===== src/rtl/ef_seq_if.sv =====
// Bundles the e/f monitor inputs and its status outputs.
// The testbench drives the master side and the monitor sits on the slave side.
interface ef_seq_if #(
    parameter int CNT_W = 8
);
    logic             e_in;
    logic             f_in;
    logic             clr;
    logic [CNT_W-1:0] e_rise_cnt;
    logic [CNT_W-1:0] f_rise_cnt;
    logic             match;
    logic             timeout;
    logic             busy;

    modport master (
        output e_in,
        output f_in,
        output clr,
        input  e_rise_cnt,
        input  f_rise_cnt,
        input  match,
        input  timeout,
        input  busy
    );

    modport slave (
        input  e_in,
        input  f_in,
        input  clr,
        output e_rise_cnt,
        output f_rise_cnt,
        output match,
        output timeout,
        output busy
    );
endinterface


===== src/rtl/ef_seq_monitor.sv =====
// Watches the registered e/f pair: counts rising edges and checks that every
// e rise is followed by an f rise within WINDOW cycles.
module ef_seq_monitor #(
    parameter int CNT_W  = 8,
    parameter int WINDOW = 4
) (
    input  logic    clk,
    input  logic    rst,
    ef_seq_if.slave bus
);
    localparam int              WC_W     = $clog2(WINDOW + 1);
    localparam logic [WC_W-1:0] WIN_LOAD = WC_W'(WINDOW);
    localparam logic [WC_W-1:0] WC_ONE   = WC_W'(1);
    localparam logic [WC_W-1:0] WC_ZERO  = {WC_W{1'b0}};
    localparam logic [CNT_W-1:0] CNT_MAX = {CNT_W{1'b1}};
    localparam logic [CNT_W-1:0] CNT_ONE = CNT_W'(1);

    typedef enum logic [0:0] {
        ST_IDLE = 1'b0,
        ST_WAIT = 1'b1
    } state_t;

    // Saturating increment: holds at all-ones instead of wrapping.
    function automatic logic [CNT_W-1:0] sat_inc(input logic [CNT_W-1:0] v,
                                                 input logic en);
        logic [CNT_W-1:0] r;
        if (en && (v != CNT_MAX)) begin
            r = v + CNT_ONE;
        end else begin
            r = v;
        end
        return r;
    endfunction

    logic             e_q_r;
    logic             f_q_r;
    logic [CNT_W-1:0] e_cnt_r;
    logic [CNT_W-1:0] f_cnt_r;
    logic             match_r;
    logic             timeout_r;
    logic             busy_r;
    state_t           state_r;
    logic [WC_W-1:0]  wait_cnt_r;

    logic             e_rise_s;
    logic             f_rise_s;
    state_t           state_nxt_s;
    logic [WC_W-1:0]  wait_cnt_nxt_s;
    logic             match_nxt_s;
    logic             timeout_nxt_s;

    assign e_rise_s = bus.e_in & ~e_q_r;
    assign f_rise_s = bus.f_in & ~f_q_r;

    // Next-state and pulse decode for the IDLE/WAIT ordering checker.
    always_comb begin
        state_nxt_s    = state_r;
        wait_cnt_nxt_s = wait_cnt_r;
        match_nxt_s    = 1'b0;
        timeout_nxt_s  = 1'b0;
        case (state_r)
            ST_IDLE: begin
                if (e_rise_s && f_rise_s) begin
                    match_nxt_s = 1'b1;
                end else if (e_rise_s) begin
                    state_nxt_s    = ST_WAIT;
                    wait_cnt_nxt_s = WIN_LOAD;
                end else begin
                    state_nxt_s = ST_IDLE;
                end
            end
            ST_WAIT: begin
                if (f_rise_s && e_rise_s) begin
                    // f closes the old window while e opens a fresh one.
                    match_nxt_s    = 1'b1;
                    wait_cnt_nxt_s = WIN_LOAD;
                end else if (f_rise_s) begin
                    match_nxt_s    = 1'b1;
                    state_nxt_s    = ST_IDLE;
                    wait_cnt_nxt_s = WC_ZERO;
                end else if (e_rise_s) begin
                    wait_cnt_nxt_s = WIN_LOAD;
                end else if (wait_cnt_r <= WC_ONE) begin
                    timeout_nxt_s  = 1'b1;
                    state_nxt_s    = ST_IDLE;
                    wait_cnt_nxt_s = WC_ZERO;
                end else begin
                    wait_cnt_nxt_s = wait_cnt_r - WC_ONE;
                end
            end
            default: begin
                state_nxt_s    = ST_IDLE;
                wait_cnt_nxt_s = WC_ZERO;
            end
        endcase
    end

    // State, counters and registered outputs; the edge samplers keep running
    // through clr so a level held across clr is not seen as a new rise.
    always_ff @(posedge clk) begin
        if (rst) begin
            e_q_r      <= 1'b0;
            f_q_r      <= 1'b0;
            e_cnt_r    <= {CNT_W{1'b0}};
            f_cnt_r    <= {CNT_W{1'b0}};
            match_r    <= 1'b0;
            timeout_r  <= 1'b0;
            busy_r     <= 1'b0;
            state_r    <= ST_IDLE;
            wait_cnt_r <= WC_ZERO;
        end else begin
            e_q_r <= bus.e_in;
            f_q_r <= bus.f_in;
            if (bus.clr) begin
                e_cnt_r    <= {CNT_W{1'b0}};
                f_cnt_r    <= {CNT_W{1'b0}};
                match_r    <= 1'b0;
                timeout_r  <= 1'b0;
                busy_r     <= 1'b0;
                state_r    <= ST_IDLE;
                wait_cnt_r <= WC_ZERO;
            end else begin
                e_cnt_r    <= sat_inc(e_cnt_r, e_rise_s);
                f_cnt_r    <= sat_inc(f_cnt_r, f_rise_s);
                match_r    <= match_nxt_s;
                timeout_r  <= timeout_nxt_s;
                busy_r     <= (state_nxt_s == ST_WAIT);
                state_r    <= state_nxt_s;
                wait_cnt_r <= wait_cnt_nxt_s;
            end
        end
    end

    assign bus.e_rise_cnt = e_cnt_r;
    assign bus.f_rise_cnt = f_cnt_r;
    assign bus.match      = match_r;
    assign bus.timeout    = timeout_r;
    assign bus.busy       = busy_r;
endmodule

===== src/flat_wrapper.sv =====
// flat-port wrapper written by rule: the top's interface ports become plain ports
module ef_seq_monitor_flat 
#(
    parameter int CNT_W  = 8,
    parameter int WINDOW = 4
)
  (clk, rst, bus_e_in, bus_f_in, bus_clr, bus_e_rise_cnt, bus_f_rise_cnt, bus_match, bus_timeout, bus_busy);
  ef_seq_if #(.CNT_W(CNT_W)) bus_i ();
  input  logic clk;
  input  logic rst;
  input wire logic [$bits(bus_i.e_in)-1:0] bus_e_in;
  input wire logic [$bits(bus_i.f_in)-1:0] bus_f_in;
  input wire logic [$bits(bus_i.clr)-1:0] bus_clr;
  output wire logic [$bits(bus_i.e_rise_cnt)-1:0] bus_e_rise_cnt;
  output wire logic [$bits(bus_i.f_rise_cnt)-1:0] bus_f_rise_cnt;
  output wire logic [$bits(bus_i.match)-1:0] bus_match;
  output wire logic [$bits(bus_i.timeout)-1:0] bus_timeout;
  output wire logic [$bits(bus_i.busy)-1:0] bus_busy;
  assign bus_i.e_in = bus_e_in;
  assign bus_i.f_in = bus_f_in;
  assign bus_i.clr = bus_clr;
  assign bus_e_rise_cnt = bus_i.e_rise_cnt;
  assign bus_f_rise_cnt = bus_i.f_rise_cnt;
  assign bus_match = bus_i.match;
  assign bus_timeout = bus_i.timeout;
  assign bus_busy = bus_i.busy;
  ef_seq_monitor #(.CNT_W(CNT_W), .WINDOW(WINDOW)) u_core (.clk(clk), .rst(rst), .bus(bus_i));
endmodule

===== config.mk =====
export PLATFORM = sky130hd
export DESIGN_NAME = ef_seq_monitor_flat
export DESIGN_NICKNAME = d
export VERILOG_FILES = /design/src/rtl/ef_seq_if.sv /design/src/rtl/ef_seq_monitor.sv /design/src/flat_wrapper.sv
export SDC_FILE = /design/constraint.sdc
export NUM_CORES = 1
export LEC_CHECK = 0
export BUFFER_PORTS_ARGS = -buffer_cell sky130_fd_sc_hd__buf_2
export CAP_MARGIN = 5
export CORE_ASPECT_RATIO = 0.9
export CORE_MARGIN = 5
export CORE_UTILIZATION = 45
export CTS_CLUSTER_SIZE = 20
export DETAILED_ROUTE_END_ITERATION = 8
export PLACE_DENSITY = 0.72
export SLEW_MARGIN = 10
export SYNTH_ARGS = -nofsm -noshare
export SYNTH_HDL_FRONTEND = slang
export SYNTH_SLANG_ARGS = --single-unit

===== constraint.sdc =====
create_clock -name clk -period 1.75 [get_ports clk]
set_clock_uncertainty 0.15 [all_clocks]
set_input_delay 0.35 -clock clk [delete_from_list [all_inputs] [get_ports clk]]
set_output_delay 0.35 -clock clk [all_outputs]
set_load 0.005 [all_outputs]

==> results of run 1 <==
## kinds of logic after synthesis
group	Yosys count
AND/OR/NAND/NOR	67
AO/OA/AOI/OAI	28
flip-flops	24
buffers and inverters	5
adder cells (fa/ha/maj)	4
XOR/XNOR	3
multiplexers	1
## area by class of cell
cell class	count	area (sq um)
repair buffers	25	130
flip-flops and latches	24	480
well taps	28	35.0
inverters	3	11.3
clock inverters	1	30.0
multi-input cells	103	628
clock buffers	3	22.5
fillers	246	1090
## sequential cells by signal, indices dropped and copies added (netlist names)
register / cells
u_core.bus.f_rise_cnt: 8
u_core.wait_cnt_r: 3
u_core.bus.match: 1
u_core.bus.timeout: 1
u_core.bus.e_rise_cnt: 8
u_core.e_q_r: 1
u_core.f_q_r: 1
u_core.bus.busy: 1
## worst max-delay path, cell delays in order (launching register included)
cell,delay [ns]
dfxtp_1,0.38
ha_1,0.26
nand3_1,0.13
o21ai_2,0.09
or3_2,0.45
a21oi_1,0.14
## metal layers
metal / vias to the layer above / GRT usage, % / share of wire (%)
li1: 534 / - / -
met1: 481 / 17.4 / 48
met2: 24 / 22.5 / 47
met3: 2 / 3.54 / 4.0
met4: 0 / 5.45 / 0.57
met5: - / 0 / 0
## stage by stage
stage / cells / util (%) / setup WS [ns] / power (mW)
floorplan: 132 / - / 0.174 / 0.613
global placement: 183 / 53.0 / 0.158 / 0.636
CTS: 187 / 55.2 / 0.0855 / 1.04
detailed placement: 183 / 53.0 / 0.117 / 0.639
global route: 187 / 55.2 / 0.00318 / 1.07
finish: 187 / 55.2 / 0.0855 / 1.03
## worst paths after layout
path,endpoint,slack (ns),cells after the start
worst min-delay path,u_core.f_q_r,0.08,2
worst min register to register,u_core.wait_cnt_r[1],0.34,2
worst max register to register,u_core.bus.e_rise_cnt[3],0.09,5
worst max-delay path,u_core.bus.e_rise_cnt[3],0.09,5
## power groups by stage
stage | clock, mW | sequential (mW) | combinational [mW]
finish | 0.407 | 0.560 | 0.0664
global route | 0.439 | 0.562 | 0.0736
CTS | 0.415 | 0.560 | 0.0669
detailed placement | 0 | 0.572 | 0.0665
global placement | 0 | 0.572 | 0.0647
floorplan | 0 | 0.572 | 0.0412
## cells in the mapped netlist
master	n
nor4_1	1
o21ai_2	1
nand3b_1	1
nor3_1	9
nand3_1	8
inv_1	3
xor2_1	3
nand2_1	10
or3b_2	1
or3_2	1
o211a_1	1
a21oi_1	10
o21ai_0	8
or3_1	5
o31ai_1	2
nand4_1	4
nand3_2	1
nor2_1	10
nand2b_1	2
mux2i_1	1
nand2b_4	1
a31oi_1	1
a41oi_1	1
and4b_1	1
clkbuf_1	2
nor3b_1	2
nor2b_1	5
o211ai_1	3
or2_2	1
and2b_2	1
o21bai_1	1
dfxtp_1	24
and3_1	3
ha_1	4
==> results.md, run 1 <==
* Sw power at 0.221 mW
* Number of global-route vias before repair at slightly above 900
* Slew of the pin with the lowest slew margin at 0.516 ns
* Synth unique cells at 34
* DR vias/cell at 5.57
* Period minus WS final at 1.66 ns
* Synth area leaders: dfxtp_1 43%, a21oi_1 4.4%, ha_1 4.4%
* Pleak at 0.530 nW
* Core ar. at between 2000 and 2500 sq um
* Setup TNS at 0 ns
* Die W at approximately 63 microns
* Post-route cell area at 1340 sq um
* Largest fanout on the critical path at 5
* Clk network pwr share at between 30% and 40%
* Synthesis Warnings at 0
* TritonCTS Sinks at 24
* DP Area at 1280 sq um
* First-pass detailed-route iteration total at 4
* Synthesized net count at ~140
* Post-Syn Instances at about 130
* Starting Density at a little under half
* Worst IR drop on VDD at approximately 0.43 mV
* Site Rows at 17
* First-pass GRT wire length at around 4000 microns
* Antenna Nets Post-Route at 0
* IO Count at 24
* Compound-Gate Fraction of Synth Area at between 10% and 20%
* # hold bufs at CTS at 0
* Die Area at around 3600 sq um
* Most frequent cells in the layout: 24 x dfxtp_1, 23 x buf_2, 10 x nand2_1, 10 x nor2_1, 10 x a21oi_1
* Area grow syn2layout at 18.6%
* Final Wtd Congestion at roughly 0.8
* Most common cell after layout, fill and taps aside: dfxtp_1
* Yosys reg bits at 24
* Combinational group share of total power at between 6 and 7%
* GRT overflow at 0
* Count of final hold-check violations at 0
* Tot GR Track Use at 13.8%
* Synth area leader: dfxtp_1
* Final nets at 169
* Syn_area_per_cell at around 8.5 sq um
* Critical path arrival at around 1.8 ns
* Hold slack at between 0.07 and 0.08 ns
* Worst-case clock buffer depth at 2
* CTS H-tree depth at 1
* Postcts setup bufs at 0
* Synth Area in Simple Gates at around 33%
* Min-delay worst type: in2reg
* # setup viols final at 0
* Outcome: finished clean
* Cts bufs inserted at 3
* XOR/XNOR Fraction of Synth Area at 2.33%
* CP endpoint kind: flop
* DR WL/cell at 13.1 microns
* Sw Share at 21.4%
* Die H at roughly 57 microns
* Area fraction of the dominant cell type after synthesis at 42.6%
* Min-delay src: rst
* Later-pin clock latency in the skew report at between 0.3 and 0.4 ns
* Detailed Route WL at 2450 microns
* Port buffer count at 23
* Post-cts resize count at 0
* Clock root cell: clkbuf_4
* Unrepaired setup endpoints after global routing: no
* DR vias at 1,041
* Synthesized area at about 1100 sq um
* Antenna cells at 0
* R2r startpoint: u_core.bus.e_rise_cnt[0]
* Main combinational cell family by area after synthesis: simple AND/OR/NAND/NOR gates
* Worst setup path startpoint: u_core.bus.e_rise_cnt[0]
* Adder-cell share of the synthesized area at between 4 and 5%
* Initial antenna violation count at 0
* Share of power burned in registers at a little over half
* FMAX at around 0.6 GHz
* WS Path Type: reg2reg
* CTS tree: done
* Max Cap Viol at 0
* HPWL Detailed at ~1800 microns
* Fin. max-slew vios at 0
* Crit start category: flop
* Int Pwr at a little over 0.8 mW
* Clock-pin slew on the worst setup and hold paths at around 0.15 ns
* Slew HR at about two thirds
* Critical Path RT at roughly 1.9 ns
* Largest net degree at the start of global routing at 18
* # DRC at 0
* Fraction of final layout cells with drive strength greater than 1 at a little under a quarter
* PD cells at just under 800 nW/um^2
* Tcrit/Tclk final at between 90% and 100%
* Mux cell area share after synthesis at less than 1%
* Initial DRC Count at 40
* Register area share after synthesis at a little over two fifths
Power figures use the tool's default switching activity.
==> inputs of run 2 (changes only) <==
BUFFER_PORTS_ARGS = -buffer_cell sky130_fd_sc_hd__buf_4   (was -buffer_cell sky130_fd_sc_hd__buf_2)
CORE_UTILIZATION = 40   (was 45)
PLACE_DENSITY = 0.66   (was 0.72)
==> run 2 against run 1 <==
  * Combinational power rose by 7.4%
  * Maximum frequency increased by 0.26%
  * Register-to-register slack hardly changed
  * Largest cell class unchanged
  * Die area up 10%
  * Setup slack better by 0.0044 ns
  * Power fell by 11%
  * Critical path depth is the same
  * Utilization decreased by 3.7 points
  * Hold slack hardly changed
  * Clock power is 30% lower
  * Wire length is 4.2% higher
==> results.md, run 2 (synthesis gave the netlist of run 1 again) <==
* Postcts setup bufs at 0 (unchanged)
* # hold bufs at CTS at 0 (unchanged)
* Non-Filler Instances at 200 (+7.0%)
* Worst IR drop on VDD at 0.527 mV (+23%)
* Slowest-stage cell, CP: or3_2
* Port buffer count at 23 (unchanged)
* Worst-case clock buffer depth at 2 (unchanged)
* DR vias at 1,046 (+0.48%)
* Bufs and invs on worst path at 0 (unchanged)
* FMAX at 0.602 GHz (+0.26%)
* Unrepaired setup endpoints after global routing: no
* Post-cts resize count at 0 (unchanged)
* DR WL/cell at 12.7 microns (-2.6%)
* Area grow syn2layout at 24.3%
* Crit-path cells: ha_1, nand3_1, o21ai_2, or3_2, a21oi_1
* Final Wtd Congestion at 0.771 (-4.3%)
* Most frequent cells in the layout: 26 x buf_4, 24 x dfxtp_1, 10 x nand2_1, 10 x nor2_1, 10 x a21oi_1
* Outcome: finished clean
* Setup TNS at 0 ns (unchanged)
* Largest fanout on the critical path at 5 (unchanged)
* Slew HR at 66.7% (+1.2 points)
* Fraction of final layout cells with drive strength greater than 1 at 23.1% (+0.48 points)
* CTS tree: done
* Antenna Nets Post-Route at 0 (unchanged)
* DP Area at 1370 sq um (+6.2%)
* Antenna cells at 0 (unchanged)
* Most common cell after layout, fill and taps aside: buf_4
* Initial antenna violation count at 0 (unchanged)
* Post-route cell area at 1400 sq um (+4.8%)
* Dpl ws at 0.112 ns (-0.00544 ns)
* First-pass detailed-route iteration total at 4 (unchanged)
* Die Area at 3980 sq um (+10%)
* # DRC at 0 (unchanged)
* Min-delay worst type: in2reg
* # setup viols final at 0 (unchanged)
* Max Cap Viol at 0 (unchanged)
* Detailed Route WL at 2550 microns (+4.2%)
* Tcrit/Tclk final at 94.9% (-0.25 points)
* Number of global-route vias before repair at 983 (+7.8%)
* Die W at 66.0 microns (+5.1%)
* Worst setup margin at 0.0899 ns (+0.00435 ns)
* Pleak at 0.530 nW (about the same)
* Crit start category: flop
* Slew of the pin with the lowest slew margin at 0.498 ns (-0.0179 ns)
* CP endpoint kind: flop
* Final nets at 170 (+0.59%)
* Fin. max-slew vios at 0 (unchanged)
* Fillers at 275 (+12%)
* Later-pin clock latency in the skew report at 0.31 ns (about the same)
* Site Rows at 18 (+1)
* TritonCTS Sinks at 24 (unchanged)
* PD cells at 655 nW/um^2 (-15%)
* Crit path max-delay family: simple AND/OR/NAND/NOR gates
* Count of final hold-check violations at 0 (unchanged)
* Starting Density at 41.4% (-5.1 points)
* Tot GR Track Use at 13.7% (-0.11 points)
* Initial DRC Count at 11 (-73%)
* Clock root cell: clkbuf_4
* Critical path arrival at 1.76 ns (about the same)
* WS Path Type: reg2reg
* First-pass GRT wire length at 4280 microns (+5.8%)
* Critical Path RT at 1.85 ns (about the same)
* HPWL Detailed at 1970 microns (+7.8%)
* Core ar. at 2730 sq um (+12%)
* Largest net degree at the start of global routing at 18 (unchanged)
* Period minus WS final at 1.66 ns (-0.00435 ns)
* Clock-pin slew on the worst setup and hold paths at 0.12 ns (-0.03 ns)
* Cts bufs inserted at 3 (unchanged)
* Placed Cells incl. Taps at 196 (+7.1%)
* CTS H-tree depth at 1 (unchanged)
* Max incr delay on CP at 0.45 ns (about the same)
* IO Count at 24 (unchanged)
* DR vias/cell at 5.23 (-6.1%)
* Die H at 60.4 microns (+5.0%)
* GRT overflow at 0 (unchanged)
==> run 2: cell count changes in the layout (fill, tap and decap cells not counted) <==
cell / change
clkbuf_8: +1
bufinv_16: -1
buf_4: +24
buf_2: -23
==> run 2: report_power, final <==
| group | switching (mW) | total, mW | internal (mW) |
|---|---|---|---|
| sequential | 0.00685 | 0.561 | 0.554 |
| clock | 0.159 | 0.286 | 0.127 |
| combinational | 0.0399 | 0.0713 | 0.0314 |
==> run 2: worst register-to-register path, delay by kind of cell (launching register included) <==
kind | cells | cell delay (ns)
AND/OR/NAND/NOR | 2 | 0.58
flip-flops | 1 | 0.37
adder cells (fa/ha/maj) | 1 | 0.26
AO/OA/AOI/OAI | 2 | 0.24
==> run 2: cell type report <==
type	instances	area (sq um)	area share, %
Timing Repair Buffer	26	195	13.9
Clock buffer	4	36.3	2.59
Multi-Input combinational cell	103	628	44.8
Tap cell	40	50.0	3.57
Sequential cell	24	480	34.3
Inverter	3	11.3	0.804
==> run 2: worst paths after layout <==
| check | from | cells after the start | end | slack (ns) |
|---|---|---|---|---|
| worst min-delay path | rst | 2 | u_core.e_q_r | 0.08 |
| worst max register to register | u_core.bus.e_rise_cnt[0] | 5 | u_core.bus.e_rise_cnt[3] | 0.09 |
| worst max-delay path | u_core.bus.e_rise_cnt[0] | 5 | u_core.bus.e_rise_cnt[3] | 0.09 |
| worst min register to register | u_core.wait_cnt_r[1] | 2 | u_core.wait_cnt_r[1] | 0.33 |
==> run 2: per-stage QoR <==
stage          utilization [%]  total power [mW]  hold WS [ns]
3_3_place_gp              50.1             0.642         0.312
2_1_floorplan                -             0.613         0.272
5_1_grt                   51.4             0.958        0.0560
4_1_cts                   51.4             0.931        0.0634
6_report                  51.4             0.918        0.0766
3_5_place_dp              50.1             0.645         0.321
==> run 2: per-layer routing <==
metal | up-vias | wire, microns | track usage (%)
met2 | 20 | 1220 | 24.3
met3 | 2 | 87 | 3.89
met4 | 0 | 19 | 2.61
met1 | 486 | 1220 | 16.8
met5 | - | 0 | 0
li1 | 538 | - | -
